===== src/rtl/alarm_trigger_ctrl.sv =====
// Alarm trigger controller: time/alarm match detection and ring/snooze/stop FSM.
// Optional build macro SNOOZE_LIMIT_EN caps honoured snooze presses at MAX_SNOOZES.
module alarm_trigger_ctrl #(
    parameter int RING_TIMEOUT_S = 60,
    parameter int SNOOZE_S       = 300,
    parameter int MAX_SNOOZES    = 3
) (
    input  logic        clk,
    input  logic        rst,
    input  logic        sec_tick,
    input  logic [12:0] time_count,
    input  logic [12:0] alarm_count,
    input  logic        alarm_en,
    input  logic        snooze_btn,
    input  logic        stop_btn,
    output logic        buzzer,
    output logic        ringing,
    output logic        snoozed,
    output logic [1:0]  snooze_cnt
);

    localparam int MAX_S = (RING_TIMEOUT_S > SNOOZE_S) ? RING_TIMEOUT_S : SNOOZE_S;
    localparam int CNT_W = $clog2(MAX_S + 1);
    localparam logic [CNT_W-1:0] RING_LAST   = CNT_W'(RING_TIMEOUT_S - 1);
    localparam logic [CNT_W-1:0] SNOOZE_LAST = CNT_W'(SNOOZE_S - 1);

    typedef enum logic [1:0] {
        IDLE    = 2'd0,
        ARMED   = 2'd1,
        RINGING = 2'd2,
        SNOOZE  = 2'd3
    } state_t;

    state_t           state_q, state_d;
    logic [CNT_W-1:0] sec_cnt_q, sec_cnt_d;
    logic [1:0]       snooze_cnt_q, snooze_cnt_d;
    logic             buzzer_q, buzzer_d;
    logic             ringing_q, ringing_d;
    logic             snoozed_q, snoozed_d;
    logic             match_q, match_d;

    logic match_rise;
    logic ring_done;
    logic snooze_done;
    logic snooze_blocked;
    logic [1:0] snooze_cap;

`ifdef SNOOZE_LIMIT_EN
    assign snooze_cap     = 2'(MAX_SNOOZES);
    assign snooze_blocked = (snooze_cnt_q == snooze_cap);
`else
    // Snoozes are unlimited here; the count is informational and saturates at 3.
    logic [31:0] unused_max_snoozes;
    assign unused_max_snoozes = 32'(MAX_SNOOZES);
    assign snooze_cap         = 2'd3;
    assign snooze_blocked     = 1'b0;
`endif

    assign match_d     = (time_count == alarm_count);
    assign match_rise  = match_d & ~match_q;
    assign ring_done   = sec_tick && (sec_cnt_q == RING_LAST);
    assign snooze_done = sec_tick && (sec_cnt_q == SNOOZE_LAST);

    always_comb begin
        state_d      = state_q;
        sec_cnt_d    = sec_cnt_q;
        snooze_cnt_d = snooze_cnt_q;
        buzzer_d     = buzzer_q;

        case (state_q)
            IDLE: begin
                if (alarm_en) state_d = ARMED;
            end
            ARMED: begin
                if (!alarm_en) begin
                    state_d = IDLE;
                end else if (match_rise) begin
                    state_d   = RINGING;
                    sec_cnt_d = '0;
                    buzzer_d  = 1'b1;
                end
            end
            RINGING: begin
                if (!alarm_en) begin
                    state_d = IDLE;
                end else if (stop_btn || ring_done) begin
                    state_d = ARMED;
                end else if (snooze_btn && !snooze_blocked) begin
                    state_d      = SNOOZE;
                    sec_cnt_d    = '0;
                    snooze_cnt_d = (snooze_cnt_q == snooze_cap) ? snooze_cnt_q
                                                                : snooze_cnt_q + 2'd1;
                end else if (sec_tick) begin
                    sec_cnt_d = sec_cnt_q + 1'b1;
                    buzzer_d  = ~buzzer_q;
                end
            end
            SNOOZE: begin
                if (!alarm_en) begin
                    state_d = IDLE;
                end else if (stop_btn) begin
                    state_d = ARMED;
                end else if (snooze_done) begin
                    state_d   = RINGING;
                    sec_cnt_d = '0;
                    buzzer_d  = 1'b1;
                end else if (sec_tick) begin
                    sec_cnt_d = sec_cnt_q + 1'b1;
                end
            end
            default: state_d = IDLE;
        endcase

        // Leaving the ring/snooze cycle ends the alarm event: clear its bookkeeping.
        if (state_d == IDLE || state_d == ARMED) begin
            sec_cnt_d    = '0;
            snooze_cnt_d = 2'd0;
        end
        if (state_d != RINGING) buzzer_d = 1'b0;
        ringing_d = (state_d == RINGING);
        snoozed_d = (state_d == SNOOZE);
    end

    always_ff @(posedge clk) begin
        if (!rst) begin
            state_q      <= IDLE;
            sec_cnt_q    <= '0;
            snooze_cnt_q <= 2'd0;
            buzzer_q     <= 1'b0;
            ringing_q    <= 1'b0;
            snoozed_q    <= 1'b0;
            match_q      <= 1'b0;
        end else begin
            state_q      <= state_d;
            sec_cnt_q    <= sec_cnt_d;
            snooze_cnt_q <= snooze_cnt_d;
            buzzer_q     <= buzzer_d;
            ringing_q    <= ringing_d;
            snoozed_q    <= snoozed_d;
            match_q      <= match_d;
        end
    end

    assign buzzer     = buzzer_q;
    assign ringing    = ringing_q;
    assign snoozed    = snoozed_q;
    assign snooze_cnt = snooze_cnt_q;

endmodule


===== config.mk =====
export PLATFORM = sky130hd
export DESIGN_NAME = alarm_trigger_ctrl
export DESIGN_NICKNAME = d
export VERILOG_FILES = /design/src/rtl/alarm_trigger_ctrl.sv
export SDC_FILE = /design/constraint.sdc
export NUM_CORES = 1
export LEC_CHECK = 0
export CORE_UTILIZATION = 35
export DETAILED_ROUTE_END_ITERATION = 7
export HOLD_SLACK_MARGIN = 0.12
export PLACE_DENSITY = 0.72
export SKIP_LAST_GASP = 1
export SYNTH_ARGS = -nofsm -noshare
export SYNTH_HDL_FRONTEND = slang
export SYNTH_SLANG_ARGS = --single-unit

===== constraint.sdc =====
create_clock -name clk -period 2.8 [get_ports clk]
set_clock_uncertainty 0.2 [all_clocks]
set_input_delay 0.28 -clock clk [delete_from_list [all_inputs] [get_ports clk]]
set_output_delay 0.28 -clock clk [all_outputs]
set_load 0.05 [all_outputs]

==> impl_metrics.tcl, run 1 <==
set metrics [dict create \
    ant_nets 0 \
    ys_seq_elements 17 \
    die_h_um 58.7 \
    crit_fanout 15 \
    p_per_area_mw_per_mm2 296 \
    via_per_inst 5.20 \
    synth_top_area_cell "dfxtp_1" \
    drive_gt1_share_pct 9.66 \
    dp_hpwl_um 2060 \
    synthDominantCellAreaShare_pct 30.3 \
    yosys-top-cells-count "dfxtp_1, nand2_1, xor2_1" \
    fin_setup_tns_ps 0 \
    detail_route.wirelength_um 2570 \
    synth_edf_count 0 \
    period_needed_ps 2370 \
    grt_pass1_wl_um 4370 \
    min_path_type "reg2reg" \
    max_freq_ghz 0.421 \
    cts-buffers-inserted 3 \
    fin_cells 220 \
    hold_viol_final 0 \
    die-area_mm2 0.00344 \
    startpoint_type "input port" \
    arrival_ps 2380 \
    synth-seq-area-share_pct 30.3 \
    post_cts_resized 0 \
    final_util_pct 51.0 \
    synthToLayoutAreaGrowth_pct 38.4 \
    dr.pass1.iters 4 \
    synthFlopType "dfxtp_1" \
    place_inst 216 \
    rows 20 \
    grt_pass1_vias 1098 \
    ys_types 43 \
    place.gp.congestion 0.857 \
    vias 1143 \
    drc_errors 0 \
    post_synth.cell_area_avg_um2 8.15 \
    ir_worst_vdd_v 0.000186 \
    drv_cap 0 \
    status "finished, final reports clean" \
    max_slew_margin_pct 53.9 \
    die_x_um 58.7 \
    hold_buffers 0 \
    ys_top_cells_by_area "dfxtp_1, xor2_1, nand2_1" \
    grt_remaining_overflow 0 \
    cts.sinks 17 \
    start_util_pct 36.8 \
    syn-num-nets 172 \
    crit_type "in2reg" \
    grt_usage_pct 16.1 \
    cts-root-buf "clkbuf_4" \
    grt_max_degree 16 \
    nNetsFinal 211 \
    cts_tree "built" \
    drtIter0Drc 34 \
    rsz0062_at_grt "false" \
    cellLeakagePower_nw 0.539 \
    period_share_pct 84.8 \
    async_reset_ff_share_pct 0 \
    cts_buffer_depth 2 \
    insertion_delay_ps 290 \
    ios 37 \
    worst_pin_slew_ps 690 \
    finalSetupViolations 0 \
    critical_path_required_ps 2810 \
    numPortBuffers 36 \
    synth.most_common_cell "dfxtp_1" \
    core_mm2 0.00305 \
    syn_inst 138 \
    slew_violations 0 \
    crit_path_end_kind "flop" \
    wl_per_cell_um 11.7 \
    yosysWarnings 0 \
    antennaDiodeCount 0 \
    clkTransAtPathRegs_ps 100 \
    power_uw 460 \
    htreeDepth 1 \
    cts_setup_buffers 0 \
    grt_antenna_before_repair 0 \
    syn_area_mm2 0.00112 \
]
area by class of cell:
class	count	area [um2]
Fill cell	304	1500
Timing Repair Buffer	39	383
Clock buffer	4	26.3
Inverter	7	26.3
Multi-Input combinational cell	109	726
Tap cell	44	55.1
Sequential cell	17	340
cell families (layout without fill, tap and decap cells):
family	Yosys count	in the layout	share of synthesized area [%]
compound gates	32	32	18.6
mux	1	1	0.890
flops	17	17	30.3
fa+ha+maj	2	2	2.22
buf+inv	12	50	5.67
xor+xnor	16	16	12.5
simple gates	58	58	29.9
stage by stage:
| stage | hold WS [ps] | setup slack [ps] | area, um2 |
|---|---|---|---|
| 2_1_floorplan | 171 | 751 | 1120 |
| 3_3_place_gp | 305 | 36.2 | 1530 |
| 3_5_place_dp | 289 | -14.9 | 1530 |
| 4_1_cts | 304 | 143 | 1550 |
| 5_1_grt | 332 | 253 | 1560 |
| 6_report | 305 | 427 | 1560 |
final timing paths:
kind                                     to                      start  cells past startpoint  slack (ps)
setup / recovery  sec_cnt_q[8]$_SDFFE_PP0P_            alarm_count[11]                      7         430
hold / removal    sec_cnt_q[1]$_SDFFE_PP0P_  sec_cnt_q[1]$_SDFFE_PP0P_                      2         300
setup reg to reg  sec_cnt_q[4]$_SDFFE_PP0P_  sec_cnt_q[5]$_SDFFE_PP0P_                      6         430
hold reg to reg   sec_cnt_q[1]$_SDFFE_PP0P_  sec_cnt_q[1]$_SDFFE_PP0P_                      2         300
critical path, cell delays in order:
cell	delay, ps
clkdlybuf4s50_1	410
xor2_1	160
nor4_1	400
nand4_1	260
o22ai_1	250
nand3_2	320
a221oi_1	300
flip-flops by register name, indices dropped and copies added, names as in the netlist:
| register | cells |
|---|---|
| match_q | 1 |
| snooze_cnt | 2 |
| state_q | 2 |
| buzzer | 1 |
| ringing | 1 |
| sec_cnt_q | 9 |
| snoozed | 1 |
placed cells by master, fill, tap and decap left out, types with 3 or more instances in the layout:
cell              n
nor2b_1           3
nor2_1            8
nand3_1           5
nand2_1          16
clkbuf_4          3
dfxtp_1          17
o21ai_0           5
nor4_1            3
a211oi_1          5
buf_4             3
clkdlybuf4s50_1  36
a31oi_1           4
a21oi_1           8
inv_1             6
nor3_1            5
xor2_1           14
routing by layer:
metal	share of wire [%]	vias up	GRT usage [%]	wire length (um)
met2	48	45	28.1	1220
met4	1.9	0	4.76	48
met1	44	517	19.3	1140
met5	0	-	0	0
met3	6.2	6	4.40	159
li1	-	575	-	-
power by group:
group / internal [mW] / switching [mW]
logic: 0.0524 / 0.0285
registers: 0.242 / 0.00211
clock network: 0.0555 / 0.0791
total: 0.350 / 0.110
No activity file was read; power rests on OpenSTA's default activity.
==> run 2, diff against run 1 <==
Settings changed: PLACE_DENSITY 0.72 to 0.74.
Clock period 2.8 ns to 1.9 ns, I/O delays scaled along.
==> impl_metrics.tcl, run 2 (synthesis results as in run 1) <==
set metrics [dict create \
    min_path_type "in2reg" \
    seqPwrFrac_pct 49.5 \
    die_h_um 58.7 \
    cts-root-buf "clkbuf_4" \
    fin_setup_tns_ps -4600 \
    wl_per_cell_um 13.5 \
    critPathBufInv 1 \
    slowest_delay_ps 560 \
    place_ws_ps -715 \
    crit_start "sec_cnt_q[7]$_SDFFE_PP0P_" \
    cts-buffers-inserted 3 \
    ir_worst_vdd_v 0.000283 \
    htreeDepth 1 \
    switching_share_pct 26.3 \
    dr.pass1.iters 4 \
    drive_gt1_share_pct 33.0 \
    max_slew_margin_pct 66.9 \
    nNetsFinal 247 \
    cts.sinks 17 \
    power_frac_clock_pct 30.0 \
    combPwrFrac_pct 20.5 \
    finalSetupViolations 16 \
    critical_path_required_ps 1950 \
    worst_slack_ps -325 \
    r2r-start "sec_cnt_q[7]$_SDFFE_PP0P_" \
    rows 20 \
    grt_remaining_overflow 0 \
    die_x_um 58.7 \
    cellLeakagePower_nw 0.755 \
    slew_violations 0 \
    cts_buffer_depth 2 \
    regMostFlops "sec_cnt_q" \
    final_common_cell "buf_4" \
    ios 37 \
    die-area_mm2 0.00344 \
    power.internal_uw 534 \
    hold_viol_final 0 \
    clkTransAtPathRegs_ps 110 \
    crit_type "reg2reg" \
    critical_path.top_delay_family "simple AND/OR/NAND/NOR gates" \
    dr.max_layer_used "met4" \
    insertion_delay_ps 310 \
    grt_usage_pct 21.8 \
    crit_fanout 2 \
    max_freq_ghz 0.449 \
    synthToLayoutAreaGrowth_pct 71.4 \
    dp_hpwl_um 2730 \
    grt_pass1_vias 1355 \
    period_needed_ps 2230 \
    place_inst 249 \
    place.gp.congestion 0.925 \
    startpoint_type "flop" \
    worst_pin_slew_ps 495 \
    vias 1325 \
    numPortBuffers 36 \
    start_util_pct 36.8 \
    grt_max_degree 11 \
    core_mm2 0.00305 \
    path_cells "or4b_4 -> nor4_4 -> o31ai_1 -> a31oi_1 -> buf_4 -> o221ai_1 -> a21oi_1" \
    crit_slowest_cell "or4b_4" \
    status "finished with violations" \
    power_uw 724 \
    dr_wl_met3_um 175 \
    hold_buffers 0 \
    grt_antenna_before_repair 0 \
    grt_pass1_wl_um 5620 \
    holdCritStartpoint "rst" \
    arrival_ps 2270 \
    met1_length_um 1330 \
    antennaDiodeCount 0 \
    dr_wl_met2_um 1860 \
    violations "negative setup slack" \
    period_share_pct 117 \
    crit_path_end_kind "flop" \
    drtIter0Drc 55 \
    drc_errors 0 \
    switchingPower_uw 191 \
    rsz0062_at_grt "true" \
    final_cell_mix "buf_4, clkdlybuf4s50_1, nand2_1" \
    fin_cells 256 \
    detail_route.wirelength_um 3460 \
    cts_tree "built" \
    ant_nets 0 \
    drv_cap 0 \
    p_per_area_mw_per_mm2 376 \
    largest_reg_flops 9 \
    via_per_inst 5.18 \
]
## run 2: cell count changes in the layout (fill, tap and decap cells not counted), sizes merged
cell / change
buf: +38
clkdlybuf4s50: -3
dlymetal6s2s: +1
## run 2: cell type report
class	count	area (um2)
well taps	44	55.1
multi-input cells	109	815
inverters	7	26.3
fillers	258	1120
clock buffers	4	26.3
flip-flops and latches	17	344
repair buffers	75	662
## run 2: final timing paths
| path | end | cells after the start | slack [ps] |
|---|---|---|---|
| min reg2reg | buzzer$_SDFFE_PP0P_ | 2 | 340 |
| max reg2reg | buzzer$_SDFFE_PP0P_ | 7 | -330 |
| min | match_q$_SDFF_PN0_ | 3 | 330 |
| max | buzzer$_SDFFE_PP0P_ | 7 | -330 |
## run 2: per-stage QoR
| stage | hold slack (ps) | area, um2 | utilization (%) |
|---|---|---|---|
| after floorplan | 79.2 | 1150 | - |
| after global placement | 301 | 1790 | 58.7 |
| after detailed placement | 324 | 1790 | 58.7 |
| after CTS | 328 | 1880 | 61.6 |
| after global routing | 337 | 1930 | 63.2 |
| final | 326 | 1930 | 63.2 |
## run 2: repair_timing
item,in CTS,in global routing
buffers inserted,3,0
endpoints found under the setup margin,16,17
pin swaps,0,2
resized for setup,10,9
## run 2: power groups by stage
stage               sequential, mW  combinational (mW)  clock, mW
global route                 0.358               0.161      0.228
detailed placement           0.366               0.139          0
global placement             0.366               0.133          0
CTS                          0.358               0.147      0.214
floorplan                    0.366              0.0442          0
finish                       0.358               0.149      0.217
## run 2: layer usage
layer | vias up | track usage, %
met5 | - | 0
met4 | 0 | 9.86
met3 | 10 | 4.18
met2 | 56 | 40.9
met1 | 613 | 23.4
li1 | 646 | -
## run 2: worst register-to-register path: cells and delay by family (launching register included)
kind	cells	cell delay, ps
AND/OR/NAND/NOR	2	820
buffers and inverters	1	160
AO/OA/AOI/OAI	4	630
flip-flops	1	340
==> run 3, diff against run 2 <==
Settings changed: CORE_MARGIN from default to 2, PLACE_DENSITY 0.74 to 0.72.
Clock period 1.9 ns to 2.8 ns, I/O delays scaled along.
==> impl_metrics.tcl, run 3 (synthesis results as in run 1) <==
set metrics [dict create \
    status "finished, final reports clean" \
    crit_start "sec_cnt_q[5]$_SDFFE_PP0P_" \
    hold_buffers 0 \
    period_share_pct 87.3 \
    cts_tree "built" \
    ir_worst_vdd_v 0.000254 \
    cts_buffer_depth 2 \
    cellLeakagePower_nw 0.539 \
    finalSetupViolations 0 \
    min_path_type "reg2reg" \
    p_per_area_mw_per_mm2 298 \
    start_util_pct 36.8 \
    rows 20 \
    dp_hpwl_um 2060 \
    startpoint_type "flop" \
    grt_max_degree 16 \
    final_cell_mix "clkdlybuf4s50_1, dfxtp_1, nand2_1" \
    insertion_delay_ps 300 \
    cts-buffers-inserted 3 \
    arrival_ps 2430 \
    grt_remaining_overflow 0 \
    drive_gt1_share_pct 9.66 \
    ant_nets 0 \
    critical_path_required_ps 2780 \
    cts-root-buf "clkbuf_4" \
    synthToLayoutAreaGrowth_pct 38.4 \
    grt_pass1_wl_um 4480 \
    vias 1157 \
    die_h_um 60.7 \
    grt_antenna_before_repair 0 \
    fin_setup_tns_ps 0 \
    via_per_inst 5.26 \
    rsz0062_at_grt "false" \
    place.gp.congestion 0.825 \
    largest_reg_flops 9 \
    slew_violations 0 \
    crit_slowest_cell "or4b_4" \
    period_needed_ps 2440 \
    max_freq_ghz 0.409 \
    drtIter0Drc 74 \
    worst_pin_slew_ps 733 \
    multi_input_area_um2 726 \
    core_mm2 0.00305 \
    crit_type "reg2reg" \
    crit_fanout 12 \
    grt_usage_pct 16.1 \
    regMostFlops "sec_cnt_q" \
    grt_pass1_vias 1093 \
    critPathBufInv 0 \
    path_cells "or4b_4 -> nor4_1 -> a211oi_2 -> and2_2 -> a21oi_1 -> a211oi_1" \
    antennaDiodeCount 0 \
    clkTransAtPathRegs_ps 110 \
    r2r-start "sec_cnt_q[5]$_SDFFE_PP0P_" \
    ios 37 \
    dr.pass1.iters 4 \
    die-area_mm2 0.00368 \
    wl_per_cell_um 11.9 \
    crit_path_end_kind "flop" \
    final_common_cell "clkdlybuf4s50_1" \
    nNetsFinal 211 \
    max_slew_margin_pct 51.1 \
    nFillCells 307 \
    cts.sinks 17 \
    detail_route.wirelength_um 2610 \
    drc_errors 0 \
    seqCellArea_um2 340 \
    die_x_um 60.7 \
    hold_viol_final 0 \
    critical_path.top_delay_family "simple AND/OR/NAND/NOR gates" \
    htreeDepth 1 \
    fin_cells 220 \
    slowest_delay_ps 520 \
    place_inst 216 \
    drv_cap 0 \
    numPortBuffers 36 \
    holdCritStartpoint "buzzer$_SDFFE_PP0P_" \
]
[run 3: through the flow]
| step | hold WS [ps] | area (um2) | power [mW] | worst slack, ps | util (%) |
|---|---|---|---|---|---|
| floorplan | 171 | 1120 | 0.278 | 751 | - |
| CTS | 329 | 1550 | 0.467 | 87.7 | 50.8 |
| finish | 325 | 1560 | 0.464 | 355 | 51.0 |
| global placement | 293 | 1530 | 0.329 | 25.5 | 50.0 |
| detailed placement | 305 | 1530 | 0.331 | -65.8 | 50.0 |
| global route | 355 | 1560 | 0.488 | 144 | 51.0 |
[run 3: what timing repair did]
item                                    in CTS  in global routing
endpoints found under the setup margin       0                  5
gates resized for setup                      0                  1
setup buffers                                0                  0
[run 3: worst reg2reg max path, cell delays in order, from the launching register on]
cell,delay (ps)
dfxtp_1,450
or4b_4,520
nor4_1,390
a211oi_2,290
and2_2,280
a21oi_1,150
a211oi_1,60
[run 3: metal layers]
layer	wire length (um)	vias to the layer above	global-route usage, %
met3	174	4	5.97
met1	1140	534	19.9
met4	25	0	4.97
met2	1270	42	26.0
met5	0	-	0
li1	-	577	-
[run 3: cell type report]
class                      instances  share of cell area, %
clock buffer                       4                   1.69
inverter                           7                   1.69
tap                               44                   3.54
multi-input combinational        109                   46.6
sequential                        17                   21.9
timing repair buffer              39                   24.6
[run 3: final timing paths]
kind	endpoint	slack, ps	cells past startpoint
max	sec_cnt_q[4]$_SDFFE_PP0P_	360	6
min	buzzer$_SDFFE_PP0P_	330	2
max reg2reg	sec_cnt_q[4]$_SDFFE_PP0P_	360	6
min reg2reg	buzzer$_SDFFE_PP0P_	330	2
[run 3: power by group]
| part | switching, mW | leakage (nW) | internal [mW] | total [mW] |
|---|---|---|---|---|
| sequential | 0.00199 | 0.137 | 0.243 | 0.245 |
| clock | 0.0833 | 0.0150 | 0.0555 | 0.139 |
| combinational | 0.0286 | 0.387 | 0.0524 | 0.0809 |
